==> src/rtl/reset_seq_pkg.sv <==
// Shared types and helpers for the staged reset controller.
// Holds the FSM state encoding, the reset-cause codes and the counter width helper.
package reset_seq_pkg;

    typedef enum logic [1:0] {
        HOLD    = 2'd0,
        WAIT    = 2'd1,
        RELEASE = 2'd2,
        RUN     = 2'd3
    } state_t;

    typedef enum logic [1:0] {
        POWER_ON  = 2'd0,
        LOCK_LOSS = 2'd1,
        BUTTON    = 2'd2,
        SOFTWARE  = 2'd3
    } cause_t;

    // Level the board button rests at (active-low, released = 1).
    localparam logic BTN_IDLE = 1'b1;

    localparam logic [7:0] COUNT_MAX = 8'hFF;

    // Bits needed to count 0 .. max(a, b)-1; never less than one bit.
    function automatic int unsigned count_width(input int unsigned a, input int unsigned b);
        int unsigned m;
        m = (a > b) ? a : b;
        return (m < 2) ? 1 : $clog2(m);
    endfunction

endpackage

==> src/rtl/reset_seq_debounce.sv <==
// Button conditioner: 2-FF synchroniser followed by a stability counter.
// The output only follows the synchronised level after CYCLES equal samples.
module debounce
    import reset_seq_pkg::*;
#(
    parameter int unsigned CYCLES = 1024
) (
    input  logic clk,
    input  logic rst_n,
    input  logic raw,
    output logic level
);

    localparam int unsigned W = $clog2(CYCLES);

    logic [1:0]   sync;
    logic [W-1:0] cnt;

    // Counting only runs while the sample disagrees with the output, so a
    // sample flipping back to the current level restarts the count.
    always_ff @(posedge clk or negedge rst_n) begin
        if (!rst_n) begin
            sync  <= {2{BTN_IDLE}};
            cnt   <= '0;
            level <= BTN_IDLE;
        end else begin
            sync <= {sync[0], raw};
            if (sync[1] == level) begin
                cnt <= '0;
            end else if (cnt == W'(CYCLES - 1)) begin
                level <= sync[1];
                cnt   <= '0;
            end else begin
                cnt <= cnt + W'(1);
            end
        end
    end

endmodule

==> src/rtl/reset_sequencer.sv <==
// SoC reset controller: waits for PLL lock and a released button, then drops
// the reset channels one by one; lock loss, button or software re-assert all.
module reset_sequencer
    import reset_seq_pkg::*;
#(
    parameter int unsigned NUM_CHANNELS     = 3,
    parameter int unsigned LOCK_WAIT_CYCLES = 32,
    parameter int unsigned STAGE_GAP_CYCLES = 16,
    parameter int unsigned DEBOUNCE_CYCLES  = 1024
) (
    input  logic                    clk,
    input  logic                    reset_n_i,
    input  logic                    locked_i,
    input  logic                    btn_n_i,
    input  logic                    sw_reset_i,
    output logic [NUM_CHANNELS-1:0] reset_o,
    output logic                    ready_o,
    output logic [1:0]              cause_o,
    output logic [7:0]              reset_count_o,
    output state_t                  dbg_state
);

    localparam int unsigned CW = count_width(LOCK_WAIT_CYCLES, STAGE_GAP_CYCLES);

    logic [1:0] lock_sync;
    logic       locked;
    logic       btn_level;

    state_t                  state, state_nx;
    logic [CW-1:0]           cnt, cnt_nx;
    logic [NUM_CHANNELS-1:0] chan, chan_nx;
    logic                    ready, ready_nx;
    cause_t                  cause, cause_nx;
    logic [7:0]              count, count_nx;

    logic   good;
    logic   fault;
    cause_t fault_cause;

    always_ff @(posedge clk or negedge reset_n_i) begin
        if (!reset_n_i) begin
            lock_sync <= 2'b00;
        end else begin
            lock_sync <= {lock_sync[0], locked_i};
        end
    end

    assign locked = lock_sync[1];

    debounce #(
        .CYCLES(DEBOUNCE_CYCLES)
    ) u_btn (
        .clk  (clk),
        .rst_n(reset_n_i),
        .raw  (btn_n_i),
        .level(btn_level)
    );

    assign good        = locked && btn_level;
    assign fault       = !locked || !btn_level || sw_reset_i;
    assign fault_cause = !locked ? LOCK_LOSS : (!btn_level ? BUTTON : SOFTWARE);

    always_ff @(posedge clk or negedge reset_n_i) begin
        if (!reset_n_i) begin
            state <= HOLD;
            cnt   <= '0;
            chan  <= '1;
            ready <= 1'b0;
            cause <= POWER_ON;
            count <= '0;
        end else begin
            state <= state_nx;
            cnt   <= cnt_nx;
            chan  <= chan_nx;
            ready <= ready_nx;
            cause <= cause_nx;
            count <= count_nx;
        end
    end

    // Channels are released by shifting zeros in from bit 0, so the release
    // order is fixed and "all released" is simply chan == 0.
    always_comb begin
        state_nx = state;
        cnt_nx   = cnt;
        chan_nx  = chan;
        ready_nx = ready;
        cause_nx = cause;
        count_nx = count;
        case (state)
            HOLD: begin
                chan_nx  = '1;
                ready_nx = 1'b0;
                cnt_nx   = '0;
                if (good) begin
                    state_nx = WAIT;
                end
            end
            WAIT: begin
                if (!good) begin
                    state_nx = HOLD;
                    cnt_nx   = '0;
                end else if (cnt == CW'(LOCK_WAIT_CYCLES - 1)) begin
                    state_nx = RELEASE;
                    cnt_nx   = '0;
                    chan_nx  = chan << 1;
                end else begin
                    cnt_nx = cnt + CW'(1);
                end
            end
            RELEASE, RUN: begin
                if (fault) begin
                    state_nx = HOLD;
                    chan_nx  = '1;
                    ready_nx = 1'b0;
                    cnt_nx   = '0;
                    cause_nx = fault_cause;
                    count_nx = (count == COUNT_MAX) ? count : count + 8'd1;
                end else if (state == RELEASE) begin
                    if (chan == '0) begin
                        state_nx = RUN;
                        ready_nx = 1'b1;
                    end else if (cnt == CW'(STAGE_GAP_CYCLES - 1)) begin
                        chan_nx = chan << 1;
                        cnt_nx  = '0;
                    end else begin
                        cnt_nx = cnt + CW'(1);
                    end
                end
            end
            default: begin
                state_nx = HOLD;
                chan_nx  = '1;
                ready_nx = 1'b0;
                cnt_nx   = '0;
            end
        endcase
    end

    assign reset_o       = chan;
    assign ready_o       = ready;
    assign cause_o       = cause;
    assign reset_count_o = count;
    assign dbg_state     = state;

endmodule

==> config.mk <==
export PLATFORM = sky130hd
export DESIGN_NAME = reset_sequencer
export DESIGN_NICKNAME = d
export VERILOG_FILES = /design/src/rtl/reset_seq_pkg.sv /design/src/rtl/reset_seq_debounce.sv /design/src/rtl/reset_sequencer.sv
export SDC_FILE = /design/constraint.sdc
export NUM_CORES = 1
export LEC_CHECK = 0
export CAP_MARGIN = 20
export CORE_MARGIN = 2
export CORE_UTILIZATION = 35
export DETAILED_ROUTE_END_ITERATION = 12
export GPL_ROUTABILITY_DRIVEN = 1
export HOLD_SLACK_MARGIN = 0.05
export MAX_ROUTING_LAYER = met4
export PLACE_DENSITY_LB_ADDON = 0.3
export SLEW_MARGIN = 20
export SYNTH_ARGS = -nofsm -noshare
export SYNTH_HDL_FRONTEND = slang
export SYNTH_SLANG_ARGS = --single-unit
==> constraint.sdc <==
create_clock -name clk -period 4.66 [get_ports clk]
set_input_delay 0.932 -clock clk [delete_from_list [all_inputs] [get_ports clk]]
set_output_delay 0.932 -clock clk [all_outputs]
set_load 0.01 [all_outputs]
==> impl_metrics.json <==
{
  "cts_made_buffers": 5,
  "leakagePower_uw": 0.000883,
  "via_count": 1226,
  "netlist_area_sq_um": 1730,
  "worstSetupPathDepth": 1,
  "netlist_instances": 164,
  "dp_hpwl_um": 2260,
  "final_common_cell": "dfrtp_1",
  "wire_per_inst_um": 12.4,
  "htreeDepth": 2,
  "synthesis.nets": 175,
  "ys_warn_count": 0,
  "r2r_slack_ps": 2880,
  "grtUsageMet2": 0.192,
  "cp_data_required_time_ps": 3730,
  "antenna_found_initial": 0,
  "max_freq_mhz": 413,
  "hold_violations": 0,
  "grt_pass1_vias": 1247,
  "clock-sinks": 36,
  "antenna_cells": 0,
  "grt_max_degree": 37,
  "synth_cell_type_count": 40,
  "crit_type": "reg -> out",
  "syn_avg_cell_area_sq_um": 10.6,
  "min_period_ps": 2420,
  "initialDrtViolationCount": 80,
  "hold_end": "lock_sync[1]$_DFF_PN0_",
  "irDropWorstVdd_mv": 0.185,
  "hold_buffers": 0,
  "r2r_end": "reset_o[1]$_DFFE_PN1P_",
  "busiest_layer": "met2",
  "ys_seq_elements": 36,
  "cts-root-buf": "clkbuf_8",
  "r2r_cells": 7,
  "ant_nets": 0,
  "worst_path_largest_cell_delay_ps": 620,
  "status": "finished, final reports clean",
  "overflow": 0,
  "cts_max_path_buffers": 2,
  "p_per_area_nw_per_um2": 268,
  "ys_seq_area_frac": 0.524,
  "synthToLayoutAreaGrowth_pct": 21.7,
  "cp-start-kind": "register",
  "yosysTopAreaCellShare": 0.433,
  "start_util": 0.364,
  "grt_use_met3": 0.0366,
  "dpl_worst_slack_ps": 2230,
  "finalClockSkew_ps": 5.65,
  "r2r_start": "cnt[0]$_DFFE_PN0P_",
  "setup_viol_count_final": 0,
  "endpoint_kind": "primary output",
  "port_buffers": 20,
  "max_slew_margin": 0.689,
  "min_from": "lock_sync[0]$_DFF_PN0_",
  "critPathBufInv": 1,
  "drive_gt1_frac": 0.126,
  "cts_tree": "yes",
  "final_nets": 201,
  "track_usage": 0.136,
  "rows": 25,
  "ctsResizeCount": 0,
  "layout_common_cells": "dfrtp_1 (30), nor2_1 (22), clkdlybuf4s50_1 (20), nand2_1 (10), o21ai_0 (9)",
  "setup_ws_ps": 2240,
  "yosysTopAreaCell": "dfrtp_1",
  "place_congestion": 0.780,
  "dr.pass1.iters": 4,
  "fin_crit_sh": 0.520,
  "core_sq_um": 4750,
  "critPathArrivalTime_ps": 1490,
  "crit_family": "buffers and inverters",
  "grt_pass1_wl_um": 5550,
  "route.detailed.vias_per_inst": 4.75,
  "path_clk_slew_ps": 70,
  "pin_count": 21,
  "crit_chain": "clkdlybuf4s50_1",
  "maxSlewViolCount": 0,
  "rsz0062_at_grt": "false",
  "die_area_sq_um": 5530,
  "setup-tns-final_ps": 0,
  "drc": 0,
  "worst_pin_slew_ps": 463,
  "cts_setup_buffers": 0,
  "maxCapViolCount": 0,
  "die_y_um": 74.4,
  "die_x_um": 74.4,
  "use_met1": 0.187,
  "critPathMaxFanout": 14,
  "clk_latency_ps": 280,
  "min_path_cells": 0,
  "wirelength_um": 3200,
  "yosys-top-cells-area": "dfrtp_1 (43%), dfstp_2 (9.1%), nor2_1 (4.8%)",
  "cp_slowest_cell": "clkdlybuf4s50_1",
  "hold_path_class": "reg -> reg"
}
[where the power goes]
group / switching (uW) / internal, uW
Sequential: 3.52 / 317
Clock: 108 / 120
Combinational: 9.78 / 6.44
Total: 121 / 444
[kinds of logic (layout without fill, tap and decap cells)]
kind of cell,count (synthesis),count (layout),share of synthesized area
AO/OA/AOI/OAI,28,28,0.109
XOR/XNOR,12,12,0.0606
AND/OR/NAND/NOR,67,67,0.208
multiplexers,5,5,0.0318
adder cells (fa/ha/maj),6,6,0.0433
buffers and inverters,10,37,0.0231
flip-flops,36,36,0.524
[synthesized netlist by cell type]
master and n:
or2_2 1, a31oi_1 1, nor3b_1 1, o31ai_1 1
o2111ai_1 1, a31oi_4 1, ha_1 6, a21o_1 1
o21ai_1 1, nand3b_1 2, nor2_1 22, nand2_1 10
mux2_2 4, dfstp_2 6, a311oi_1 1, a21boi_0 1
xor2_1 6, o22ai_1 1, and4b_1 1, a21oi_1 6
nand3_1 7, and3_1 4, nand4_1 5, xnor2_1 6
mux2i_1 1, nor3_2 2, dfrtp_1 30, or3_4 1
o22a_1 2, nor3_1 2, a41oi_1 1, buf_2 2
nand4b_1 2, and3b_1 1, o21ai_2 1, inv_1 8
nand2b_1 3, o21ai_0 9, and2_1 1, and4_1 2
[per-layer routing]
layer	up-vias	share of wire
met2	19	0.45
met5	-	0
met3	4	0.035
met1	573	0.51
met4	0	0.011
li1	630	-
[registers in the layout, summed over array words and instances (netlist names)]
name           cells
lock_sync          2
u_btn.sync         2
reset_o            3
cause_o            2
cnt                5
dbg_state          2
ready_o            1
reset_count_o      8
u_btn.cnt         10
u_btn.level        1
[cell type report]
cell class / count / area, sq um
well taps: 67 / 83.8
clock inverters: 1 / 7.51
clock buffers: 7 / 86.3
repair buffers: 21 / 208
flip-flops and latches: 36 / 908
multi-input cells: 118 / 785
fillers: 472 / 2650
inverters: 8 / 30.0
[through the flow]
| stage | area, sq um | cells | hold WS (ps) | power, uW | utilization |
|---|---|---|---|---|---|
| floorplan | 1730 | 164 | 331 | 331 | - |
| global placement | 2010 | 250 | 333 | 343 | 0.424 |
| detailed placement | 2010 | 250 | 341 | 343 | 0.424 |
| CTS | 2110 | 258 | 358 | 574 | 0.443 |
| global route | 2110 | 258 | 371 | 589 | 0.443 |
| finish | 2110 | 258 | 356 | 565 | 0.443 |
[worst max path at each step]
stage	start	endpoint	slack [ps]
6_report	dbg_state[1]$_DFFE_PN0P_	dbg_state[1]	2240
5_1_grt	dbg_state[1]$_DFFE_PN0P_	dbg_state[1]	2180
4_1_cts	dbg_state[1]$_DFFE_PN0P_	dbg_state[1]	2250
3_5_place_dp	sw_reset_i	reset_count_o[1]$_DFFE_PN0P_	2230
3_3_place_gp	sw_reset_i	reset_count_o[1]$_DFFE_PN0P_	2260
2_1_floorplan	sw_reset_i	reset_count_o[1]$_DFFE_PN0P_	2800
No activity file was read; power rests on OpenSTA's default activity.
==> RTL edit, RTL diff (config.mk and constraints unchanged) <==
Reset style: synchronous (`reset_n_i` and `rst_n`), changed in 3 clocked blocks.
--- a/src/rtl/reset_seq_debounce.sv
+++ b/src/rtl/reset_seq_debounce.sv
@@ -19,5 +19,5 @@
     // Counting only runs while the sample disagrees with the output, so a
     // sample flipping back to the current level restarts the count.
-    always_ff @(posedge clk or negedge rst_n) begin
+    always_ff @(posedge clk) begin
         if (!rst_n) begin
             sync  <= {2{BTN_IDLE}};
--- a/src/rtl/reset_sequencer.sv
+++ b/src/rtl/reset_sequencer.sv
@@ -38,5 +38,5 @@
     cause_t fault_cause;
 
-    always_ff @(posedge clk or negedge reset_n_i) begin
+    always_ff @(posedge clk) begin
         if (!reset_n_i) begin
             lock_sync <= 2'b00;
@@ -61,5 +61,5 @@
     assign fault_cause = !locked ? LOCK_LOSS : (!btn_level ? BUTTON : SOFTWARE);
 
-    always_ff @(posedge clk or negedge reset_n_i) begin
+    always_ff @(posedge clk) begin
         if (!reset_n_i) begin
             state <= HOLD;
Check against the original RTL: differs if reset_n_i is asserted again (counterexample within 4 cycles, from zero or initial values and one cycle with reset_n_i low); with reset_n_i held inactive, the same outputs for 10 cycles.
==> RTL edit against the unedited design <==
Worst setup slack got worse by 0.014 ns; power decreased by 5.8%; global-route usage up 0.18 points; cell area is 7.8% lower; clock power shrank 9.2%; utilization fell by 0.29 points; sequential cell count is the same; area after synthesis shrank 5.8%; wire length decreased by 4.5%; largest power group unchanged; critical path type is now in2reg; non-clock buffer count decreased by 1.
==> RTL edit: results (changes against the unedited design) <==
stage,metric,value,unit,change
synth,ranking of synthesized cells by area,"dfxtp_1, nor2_1, xor2_1, ha_1, mux2i_1",,
critical_path,Worst R2R Path Depth,8,,+1
critical_path,max incr delay on CP,0.79,ns,+0.17 ns
hold_path,start point of the worst min-delay path,u_btn.sync[0],,
critical_path,crit-path max FO,16,,+2
critical_path,Critical R2R Capture,cnt[4],,
global_routing,maximum number of pins on one net before global-route repair,17,,-54%
synth,synth cell count leaders,"dfxtp_1, nor2_1, nand2_1, nand3_1, inv_1",,
route,Starting DRT DRC Count,85,,+6.3%
timing,Min Hold Slack,0.416,ns,+0.0602 ns
placement,hpwl dp,2150,um,-4.6%
timing,Layout Skew,0.00354,ns,-0.00211 ns
critical_path,R2R Setup Slk,2.76,ns,-0.12 ns
synth,register area share after synthesis,44.1,%,-8.3 points
placement,routability cong.,0.746,,-4.3%
global_routing,first-pass GRT wire length,5440,um,-2.0%
power_and_ir_drop,sequential power,0.311,mW,-3%
hold_path,WHS Path Cells,1,,+1
critical_path,r2r startpoint,cnt[0],,
global_routing,GR Util All Layers,13.8,%,+0.18 points
hold_path,Hold EP,u_btn.sync[1],,
synth,gate count of the mapped netlist,180,,+9.8%
synth,syn_nets,189,,+8.0%
cells_and_area,Nets,212,,+5.5%
placement,placed cell count,248,,-0.80%
route,DR vias,1324,,+8.0%
outcome,status,finished clean,,
[RTL edit: area by class of cell]
class	instances	area [um2]
tap	52	65.1
inverter	9	33.8
fill	441	2470
clock buffer	6	72.6
clock inverter	1	5.00
sequential	36	721
timing repair buffer	20	200
multi-input combinational	131	847
[RTL edit: stage by stage]
stage	utilization [%]	worst slack, ns
floorplan	-	2.75
global placement	42.3	1.98
detailed placement	42.3	1.91
CTS	44.0	2.22
global route	44.0	2.03
finish	44.0	2.22
[RTL edit: per-layer routing]
layer  GRT usage [%]  share of wire [%]  vias up
met3            5.00                6.7        7
met1            17.7                 51      602
li1                -                  -      687
met2            19.0                 40       28
met4            6.92                2.3        0
met5               -                  0        -
[RTL edit: worst max path at each step]
stage / slack (ns) / endpoint / depth (start not counted) / startpoint
2_1_floorplan: 2.75 / cnt[3] / 5 / sw_reset_i
3_3_place_gp: 1.98 / cnt[3] / 5 / reset_n_i
3_5_place_dp: 1.91 / cnt[3] / 5 / reset_n_i
4_1_cts: 2.22 / cnt[3] / 5 / reset_n_i
5_1_grt: 2.03 / cnt[3] / 5 / reset_n_i
6_report: 2.22 / cnt[3] / 5 / reset_n_i
[RTL edit: worst reg2reg max path, stage by stage, from the launching register on]
cell     delay, ns
dfxtp_1       0.39
ha_1          0.23
and3_1        0.30
inv_1         0.09
ha_1          0.27
inv_1         0.05
a22oi_1       0.05
or3_1         0.32
a21oi_1       0.14
[RTL edit: cells by family after synthesis]
group	Yosys count	share of synthesized area (%)
simple gates	84	29.3
flops	36	44.1
compound gates	29	11.6
buf+inv	13	3.98
xor+xnor	9	4.83
mux	5	3.07
fa+ha+maj	4	3.07
